`config.mk`:
```
export PLATFORM = sky130hd
export DESIGN_NAME = io_port_bank
export DESIGN_NICKNAME = d
export VERILOG_FILES = /design/src/rtl/io_port_bank_pkg.sv /design/src/rtl/io_chan_fifo.sv /design/src/rtl/io_port_bank.sv
export SDC_FILE = /design/constraint.sdc
export NUM_CORES = 1
export LEC_CHECK = 0
export BUFFER_PORTS_ARGS = -buffer_cell sky130_fd_sc_hd__clkbuf_2
export CORE_AREA = 2 2 125 248
export CTS_BUF_LIST = sky130_fd_sc_hd__clkbuf_4 sky130_fd_sc_hd__clkbuf_8
export CTS_CLUSTER_DIAMETER = 50
export DETAILED_ROUTE_END_ITERATION = 7
export DIE_AREA = 0 0 127 250
export PLACE_DENSITY = 0.54
export SLEW_MARGIN = 10
export SYNTH_ARGS = -nofsm -noshare
export SYNTH_HDL_FRONTEND = slang
export SYNTH_SLANG_ARGS = --single-unit
```
`constraint.sdc`:
```
create_clock -name Clock -period 2.7 [get_ports Clock]
set_input_delay 0.27 -clock Clock [delete_from_list [all_inputs] [get_ports Clock]]
set_output_delay 0.27 -clock Clock [all_outputs]
set_load 0.03 [all_outputs]
```
`src/rtl/io_port_bank_pkg.sv`:
```
// Shared constants and helpers for the CPU I/O port bank.
// Board map: 0,1 display digits, 2 keypad input, 7 LEDs/buzzer.
package io_port_bank_pkg;

  localparam int IO_NCH_MAX = 16;

  localparam logic [IO_NCH_MAX-1:0] IO_OUT_MASK_DEFAULT =
    16'b0000_0000_1000_0011;

  // Lowest bit of channel idx in a packed NCH*W bus.
  function automatic int chan_lsb(input int idx, input int w);
    return idx * w;
  endfunction

endpackage

```
`src/rtl/io_chan_fifo.sv`:
```
// Single input channel: circular FIFO with sticky overflow flag.
// All outputs depend on registered state only.
module io_chan_fifo
  import io_port_bank_pkg::*;
#(
  parameter int W     = 8,
  parameter int DEPTH = 4
) (
  input  logic         Clock,
  input  logic         Reset,
  input  logic         push_valid,
  input  logic [W-1:0] push_data,
  input  logic         pop,
  output logic         ready,
  output logic         avail,
  output logic [W-1:0] head,
  output logic         ovf
);

  localparam int AW = $clog2(DEPTH);
  localparam logic [AW:0] FULL = (AW + 1)'(DEPTH);

  logic [W-1:0]  mem [DEPTH];
  logic [AW-1:0] rd_ptr;
  logic [AW-1:0] wr_ptr;
  logic [AW:0]   cnt;
  logic          do_push;
  logic          do_pop;

  assign ready   = (cnt != FULL);
  assign avail   = (cnt != '0);
  assign head    = avail ? mem[rd_ptr] : '0;
  assign do_push = push_valid & ready;
  assign do_pop  = pop & avail;

  always_ff @(posedge Clock or posedge Reset) begin
    if (Reset) begin
      rd_ptr <= '0;
      wr_ptr <= '0;
      cnt    <= '0;
      ovf    <= 1'b0;
    end else begin
      if (do_push) wr_ptr <= wr_ptr + 1'b1;
      if (do_pop)  rd_ptr <= rd_ptr + 1'b1;
      if (do_push && !do_pop)      cnt <= cnt + 1'b1;
      else if (do_pop && !do_push) cnt <= cnt - 1'b1;
      // ready is registered, so a same-cycle pop cannot absorb this word
      if (push_valid && !ready) ovf <= 1'b1;
    end
  end

  always_ff @(posedge Clock) begin
    if (do_push) mem[wr_ptr] <= push_data;
  end

endmodule

```
`src/rtl/io_port_bank.sv`:
```
// CPU I/O port bank: per channel either an output latch
// or an input FIFO, selected by OUT_MASK.
module io_port_bank
  import io_port_bank_pkg::*;
#(
  parameter int NCH = 8,
  parameter int W = 8,
  parameter int DEPTH = 4,
  parameter logic [NCH-1:0] OUT_MASK = NCH'(IO_OUT_MASK_DEFAULT)
) (
  input  logic             Clock,
  input  logic             Reset,
  input  logic [NCH-1:0]   io_ena,
  input  logic [NCH*W-1:0] cpu_wdata,
  output logic [NCH*W-1:0] cpu_rdata,
  output logic [NCH*W-1:0] out,
  input  logic [NCH*W-1:0] in_data,
  input  logic [NCH-1:0]   in_valid,
  output logic [NCH-1:0]   in_ready,
  output logic [NCH-1:0]   in_avail,
  output logic [NCH-1:0]   ovf
);

  for (genvar i = 0; i < NCH; i++) begin : g_ch
    localparam int LSB = chan_lsb(i, W);

    if (OUT_MASK[i]) begin : g_out
      logic [W-1:0] q;
      logic         unused_in;

      assign unused_in = ^{in_data[LSB +: W], in_valid[i]};

      always_ff @(posedge Clock or posedge Reset) begin
        if (Reset)          q <= '0;
        else if (io_ena[i]) q <= cpu_wdata[LSB +: W];
      end

      assign out[LSB +: W]       = q;
      assign cpu_rdata[LSB +: W] = q;
      assign in_ready[i]         = 1'b0;
      assign in_avail[i]         = 1'b0;
      assign ovf[i]              = 1'b0;
    end else begin : g_in
      logic unused_wdata;

      assign unused_wdata = ^cpu_wdata[LSB +: W];

      io_chan_fifo #(
        .W     (W),
        .DEPTH (DEPTH)
      ) u_fifo (
        .Clock      (Clock),
        .Reset      (Reset),
        .push_valid (in_valid[i]),
        .push_data  (in_data[LSB +: W]),
        .pop        (io_ena[i]),
        .ready      (in_ready[i]),
        .avail      (in_avail[i]),
        .head       (cpu_rdata[LSB +: W]),
        .ovf        (ovf[i])
      );

      assign out[LSB +: W] = '0;
    end
  end

endmodule

```
==> flow_metrics.tcl, run 1 <==
set metrics [dict create \
    cts.clk_slew.worst_paths_ps 70 \
    timing.critical_path.arrival_ps 2210 \
    drc_errors 0 \
    synthFlopType "edfxtp_1" \
    critPathRequiredTime_ps 2430 \
    pre_cts_setup_slack_ps 443 \
    syn-mean-instance-area_sq_um 17.0 \
    clk_path_buf_depth 3 \
    timing.critical_path.fanout_max 10 \
    hold_viol_final 0 \
    layout.filler_cells 2765 \
    power.density_cell_area_mw_per_mm2 1090 \
    tightestPinTransition_ps 632 \
    min_period_ps 2480 \
    coreArea_sq_mm 0.0300 \
    crit_type "reg2out" \
    status "finished, final reports clean" \
    fmax_mhz 403 \
    switchingPower_mw 4.93 \
    post-cts-setup-buffers 0 \
    relSlewSlack_pct 57.9 \
    design.die.area_sq_mm 0.0318 \
    detailed_routing_iterations_pass_1 4 \
    start_util_pct 33.2 \
    finalSetupViolCount 0 \
    initial_antenna_violation_count 0 \
    mean_number_of_vias_per_cell 4.34 \
    power_frac_clock_pct 22.6 \
    drt-total-wl_mm 19.0 \
    clk_root_buffer_cell "clkbuf_8" \
    ctsResizeCount 0 \
    initial_drt_markers 155 \
    chip_height_um 250 \
    netSwitchingFraction_pct 37.1 \
    yosysSeqAreaShare_pct 64.3 \
    ant_nets 0 \
    timing.reg2reg.worst_path_depth 8 \
    final.setup_skew_ps 29.1 \
    postSynth.asyncResetShare_pct 28.6 \
    finalNetCount 1008 \
    synth_enable_flop_cells 160 \
    syn_area_sq_mm 0.00996 \
    routed-via-count 5328 \
    maximum_vdd_ir_drop_uv 472 \
    setup_slack_on_the_worst_flop_to_flop_path_ps 480 \
    cpPeakStageDelay_ps 750 \
    gp_routability_congestion 0.694 \
    grt_first_pass_wirelength_mm 29.9 \
    total_i_o_pin_count 298 \
    clock-sinks 224 \
    clock_insertion_delay_worst_skew_ps 530 \
    cts_inserted_buffers 36 \
    synth-seq-cells 224 \
    worstSetupStartpointType "flop" \
    grt_pass1_vias 5848 \
    grt_setup_unrepaired "false" \
    detailedPlacementHpwl_mm 12.7 \
    power_frac_comb_pct 37.8 \
    final_common_cell "clkbuf_2" \
    register_area_sq_mm 0.00641 \
    area_growth_syn_to_layout_pct 23.1 \
    critPathCaptureType "output pin" \
    most-common-layout-cells "181 x clkbuf_2, 160 x edfxtp_1, 75 x dlygate4sd3_1" \
    route.detailed.wl_per_inst_um 15.4 \
    insertedDiodeCount 0 \
    htree_num_levels 2 \
    std_cell_rows 90 \
    max_cap_violations 0 \
    grt_util_all_layers_pct 12.0 \
    min_period_over_period_pct 91.8 \
    die-width_um 127 \
    grt_remaining_overflow 0 \
    cpMaxStageDelayCell "dfrtp_1" \
    setup_total_negative_slack_ps 0 \
    hold_path_class "in2reg" \
    io_buffer_count 181 \
    worstPathCellList "mux4_2 > and2_1 > clkbuf_2" \
    drive_gt1_share_pct 40.1 \
    post_synth_inst_count 586 \
    report.final.slew_viol_count 0 \
    pwr-share-seq_pct 39.6 \
    hold_path_cell_cnt 2 \
    multi_input_comb_area_sq_mm 0.00279 \
    setup_ws_ps 221 \
    number_of_warning_messages_in_the_yosys_log 0 \
    yosysUniqueCellTypes 23 \
    grt_start_max_net_pins 32 \
    clock_tree_from_tritoncts "done" \
    leakage_power_of_the_design_nw 4.95 \
    power.internal_mw 8.37 \
]
==> cell families (layout without fill, tap and decap cells) <==
| group | after synthesis | after routing | share of synthesized area [%] |
|---|---|---|---|
| flops | 224 | 224 | 64.3 |
| buf+inv | 132 | 358 | 9.49 |
| simple gates | 90 | 90 | 5.91 |
| mux | 74 | 74 | 13.1 |
| fa+ha+maj | 30 | 30 | 4.15 |
| xor+xnor | 30 | 30 | 2.64 |
| compound gates | 5 | 5 | 0.377 |
| other cells | 1 | 49 | 0.0377 |
==> power groups by stage <==
| stage | Clock, mW | Sequential (mW) | Combinational, mW |
|---|---|---|---|
| 6_report | 3.00 | 5.26 | 5.03 |
| 5_1_grt | 3.28 | 5.39 | 5.46 |
| 4_1_cts | 3.14 | 5.30 | 5.14 |
| 3_5_place_dp | 0 | 5.36 | 5.04 |
| 3_3_place_gp | 0 | 5.33 | 4.99 |
| 2_1_floorplan | 0 | 5.02 | 4.29 |
==> sequential cells by signal, indices dropped and copies added (netlist names) <==
register,flops
g_ch.g_in.u_fifo.ovf,5
g_ch.g_in.u_fifo.mem,160
g_ch.g_in.u_fifo.wr_ptr,10
g_ch.g_in.u_fifo.cnt,15
g_ch.g_out.q,24
g_ch.g_in.u_fifo.rd_ptr,10
==> through the flow <==
stage | hold slack (ps) | cells | utilization, % | cell area, sq um | power, mW
floorplan | 369 | 634 | - | 10100 | 9.31
detailed placement | 275 | 1087 | 35.9 | 10800 | 10.4
global route | 122 | 1228 | 40.9 | 12300 | 14.1
global placement | 261 | 1087 | 35.9 | 10800 | 10.3
finish | 151 | 1228 | 40.9 | 12300 | 13.3
CTS | 91.6 | 1228 | 40.9 | 12300 | 13.6
==> synthesized netlist by cell type (all sizes together) (8+ instances only) <==
cell type | n | area share, %
edfxtp | 160 | 48
buf | 103 | 8.3
dfrtp | 64 | 16
and2 | 60 | 3.8
mux4 | 40 | 9.0
mux2 | 34 | 4.0
ha | 25 | 3.1
inv | 21 | 0.79
xnor2 | 20 | 1.8
xor2 | 10 | 0.88
clkbuf | 8 | 0.36
==> layout make-up <==
cell class,instances,share of cell area [%]
sequential,224,52.3
multi-input combinational,278,22.7
timing repair buffer,271,14.4
clock buffer,52,5.23
tap,368,3.76
clock inverter,14,0.919
inverter,21,0.643
==> worst paths after layout <==
kind / from / end
worst max-delay path: g_ch[5].g_in.u_fifo.rd_ptr[0] / cpu_rdata[43]
min in group asynchronous: Reset / g_ch[7].g_out.q[7]
worst max register to register: g_ch[5].g_in.u_fifo.cnt[2] / g_ch[5].g_in.u_fifo.cnt[2]
worst min register to register: g_ch[3].g_in.u_fifo.ovf / g_ch[3].g_in.u_fifo.ovf
max in group asynchronous: Reset / g_ch[6].g_in.u_fifo.rd_ptr[1]
worst min-delay path: io_ena[0] / g_ch[0].g_out.q[6]
==> what timing repair did <==
action / in CTS / in global routing
setup endpoints to repair: 0 / 0
hold buffers: 75 / 0
endpoints found under the hold margin: 210 / 0
==> worst max-delay path, delay by kind of cell (launching register included) <==
| family | cells | cell delay [ps] |
|---|---|---|
| mux | 1 | 580 |
| flops | 1 | 750 |
| buf+inv | 1 | 180 |
| simple gates | 1 | 180 |
==> metal layers <==
| metal | vias up | share of wire (%) | global-route usage, % |
|---|---|---|---|
| met5 | - | 0 | 0 |
| met4 | 0 | 2.5 | 4.71 |
| met3 | 38 | 6.2 | 3.15 |
| met2 | 197 | 51 | 20.7 |
| met1 | 2630 | 40 | 14.0 |
| li1 | 2463 | - | - |
No activity file was read; power rests on OpenSTA's default activity.
==> run 2, diff against run 1 <==
SLEW_MARGIN = 20   (was 10)
SYNTH_HIERARCHICAL = 1   (was not set)
==> run 2 against run 1 <==
- critical path type unchanged
- fmax hardly changed
- clock power is 5% lower
- power is 1.1% lower
- final cell count decreased by 0.24%
- core utilization increased by 0.096 points
- global-route usage down 0.48 points
- register-to-register slack improved by 90 ps
- via count shrank 1.7%
- largest cell class unchanged
- die area did not move
- sequential share of layout area shrank 0.12 points
- worst hold slack gained 68 ps
==> flow_metrics.tcl, run 2 <==
set metrics [dict create \
    power.density_cell_area_mw_per_mm2 1070 \
    gp_routability_congestion 0.680 \
    synth_enable_flop_cells 160 \
    final_common_cell "clkbuf_2" \
    initial_drt_markers 169 \
    coreArea_sq_mm 0.0300 \
    clock-sinks 224 \
    place.detailed.instances 1089 \
    report.power.total_mw 13.2 \
    timing.critical_path.arrival_ps 2210 \
    clock_tree_from_tritoncts "done" \
    clk_path_buf_depth 3 \
    mean_number_of_vias_per_cell 4.27 \
    largest_register_ffs 160 \
    drive_gt1_share_pct 38.7 \
    worstSetupStartpointType "flop" \
    setup_total_negative_slack_ps 0 \
    postSynth.asyncResetShare_pct 28.6 \
    worstPathCellList "mux4_2 > and2_1 > clkbuf_2" \
    core_occupancy_in_the_finished_layout_pct 41.0 \
    synthFlopType "edfxtp_1" \
    cell_taking_the_most_area_after_synthesis "edfxtp_1" \
    die-width_um 127 \
    register_area_sq_mm 0.00641 \
    finalSetupViolCount 0 \
    cpPeakStageDelay_ps 750 \
    layout.filler_cells 2787 \
    ant_nets 0 \
    largestRegisters "g_ch.g_in.u_fifo/mem (160), g_ch.g_out.q (24), g_ch.g_in.u_fifo/cnt (15)" \
    cp_num_buf_inv 1 \
    largest_register "g_ch.g_in.u_fifo/mem" \
    grt_first_pass_wirelength_mm 29.0 \
    design.die.area_sq_mm 0.0318 \
    cts.clk_slew.worst_paths_ps 70 \
    critPathRequiredTime_ps 2430 \
    setup_ws_ps 221 \
    min_period_ps 2480 \
    insertedDiodeCount 0 \
    grt_remaining_overflow 0 \
    final.setup_skew_ps 12.8 \
    synth-seq-cells 224 \
    grt_setup_unrepaired "false" \
    finalNonFillerCells 1225 \
    detailedPlacementHpwl_mm 12.0 \
    relSlewSlack_pct 42.3 \
    cts_inserted_buffers 34 \
    detailed_routing_iterations_pass_1 4 \
    number_of_warning_messages_in_the_yosys_log 6 \
    crit_type "reg2out" \
    syn_area_sq_mm 0.00998 \
    min_period_over_period_pct 91.8 \
    start_util_pct 33.3 \
    ctsResizeCount 0 \
    netlist_top_cells_count "160 x edfxtp_1, 73 x buf_4, 64 x dfrtp_1, 60 x and2_1, 40 x mux4_2" \
    cpMaxStageDelayCell "dfrtp_1" \
    hold_path_class "in2reg" \
    grt_util_all_layers_pct 11.5 \
    max_cap_violations 0 \
    drc_errors 0 \
    io_buffer_count 181 \
    critPathCaptureType "output pin" \
    area_growth_syn_to_layout_pct 23.1 \
    finalNetCount 1008 \
    chip_height_um 250 \
    fmax_mhz 403 \
    leakage_power_of_the_design_nw 5.03 \
    yosysUniqueCellTypes 22 \
    status "finished, final reports clean" \
    total_i_o_pin_count 298 \
    routed-via-count 5235 \
    multi_input_comb_area_sq_mm 0.00288 \
    most-common-layout-cells "181 x clkbuf_2, 160 x edfxtp_1, 75 x dlygate4sd3_1" \
    hold_viol_final 0 \
    timing.critical_path.fanout_max 10 \
    clk_root_buffer_cell "clkbuf_8" \
    htree_num_levels 2 \
    grt_start_max_net_pins 25 \
    pre_cts_setup_slack_ps 589 \
    post_synth_inst_count 576 \
    yosysSeqAreaShare_pct 64.2 \
    netlist_top_cells_area "edfxtp_1 48%, dfrtp_1 16%, mux4_2 9.0%" \
    synthDominantCellAreaShare_pct 48.2 \
    grt_pass1_vias 5575 \
    report.final.slew_viol_count 0 \
    clock_insertion_delay_worst_skew_ps 520 \
    yosys.cell_count.top_type "edfxtp_1" \
    timing.critical_path.max_delay_family "flip-flops" \
    route.detailed.wl_per_inst_um 14.9 \
    maximum_vdd_ir_drop_uv 642 \
    std_cell_rows 90 \
    drt-total-wl_mm 18.3 \
    tightestPinTransition_ps 864 \
    initial_antenna_violation_count 0 \
    syn-mean-instance-area_sq_um 17.3 \
]
[run 2: logic make-up after synthesis]
group                      share of synthesized area, %
adders and majority gates                          4.14
and+or+nand+nor                                    5.89
AOI/OAI and AO/OA                                 0.376
buffers and inverters                              8.75
other                                            0.0376
xor gates and xnor gates                           2.63
DFF                                                64.2
muxes                                              14.0
[run 2: path summary, 6_finish.rpt]
path,from,end,slack (ps),cells past startpoint
max,g_ch[6].g_in.u_fifo/rd_ptr[0],cpu_rdata[52],220,3
min,io_ena[0],g_ch[0].g_out.q[3],220,2
max reg2reg,g_ch[4].g_in.u_fifo/cnt[0],g_ch[4].g_in.u_fifo/cnt[1],570,7
min reg2reg,g_ch[3].g_in.u_fifo/ovf,g_ch[3].g_in.u_fifo/ovf,460,1
max in group asynchronous,Reset,g_ch[1].g_out.q[6],1530,3
min in group asynchronous,Reset,g_ch[4].g_in.u_fifo/rd_ptr[0],390,3
[run 2: area by class of cell]
cell class              instances  area share, %
repair buffers                268           14.2
inverters                      26          0.794
multi-input cells             278           23.4
well taps                     368           3.75
clock buffers                  44           4.52
clock inverters                17           1.14
flip-flops and latches        224           52.1
[run 2: what timing repair did]
| action | in CTS | in global routing |
|---|---|---|
| setup buffers | 0 | 0 |
| hold buffers | 75 | 0 |
| endpoints found under the hold margin | 234 | 0 |
[run 2: per-layer routing]
metal / track usage [%] / routed length, um / vias to the layer above / part of all wire [%]
met3: 2.64 / 1000 / 36 / 5.5
met5: 0 / 0 / - / 0
met4: 3.86 / 500 / 0 / 2.7
met1: 14.1 / 7530 / 2572 / 41
met2: 19.8 / 9250 / 180 / 51
li1: - / - / 2447 / -
[run 2: worst reg2reg max path: stages (launching register included)]
cell	delay [ps]
dfrtp_1	450
nor3b_2	310
nor2b_1	100
buf_4	170
ha_1	220
inv_1	70
fa_1	420
mux2_2	270
[run 2: stage by stage]
| stage | hold WS, ps | cell area (sq um) |
|---|---|---|
| 3_5_place_dp | 421 | 10800 |
| 4_1_cts | 172 | 12300 |
| 6_report | 219 | 12300 |
| 2_1_floorplan | 85.7 | 10200 |
| 3_3_place_gp | 415 | 10800 |
| 5_1_grt | 178 | 12300 |
[run 2: power breakdown]
group          internal [mW]  switching, mW  total [mW]
logic                   2.14           2.88        5.02
clock network           1.55           1.30        2.85
registers               4.59          0.698        5.29
total                   8.28           4.87        13.2
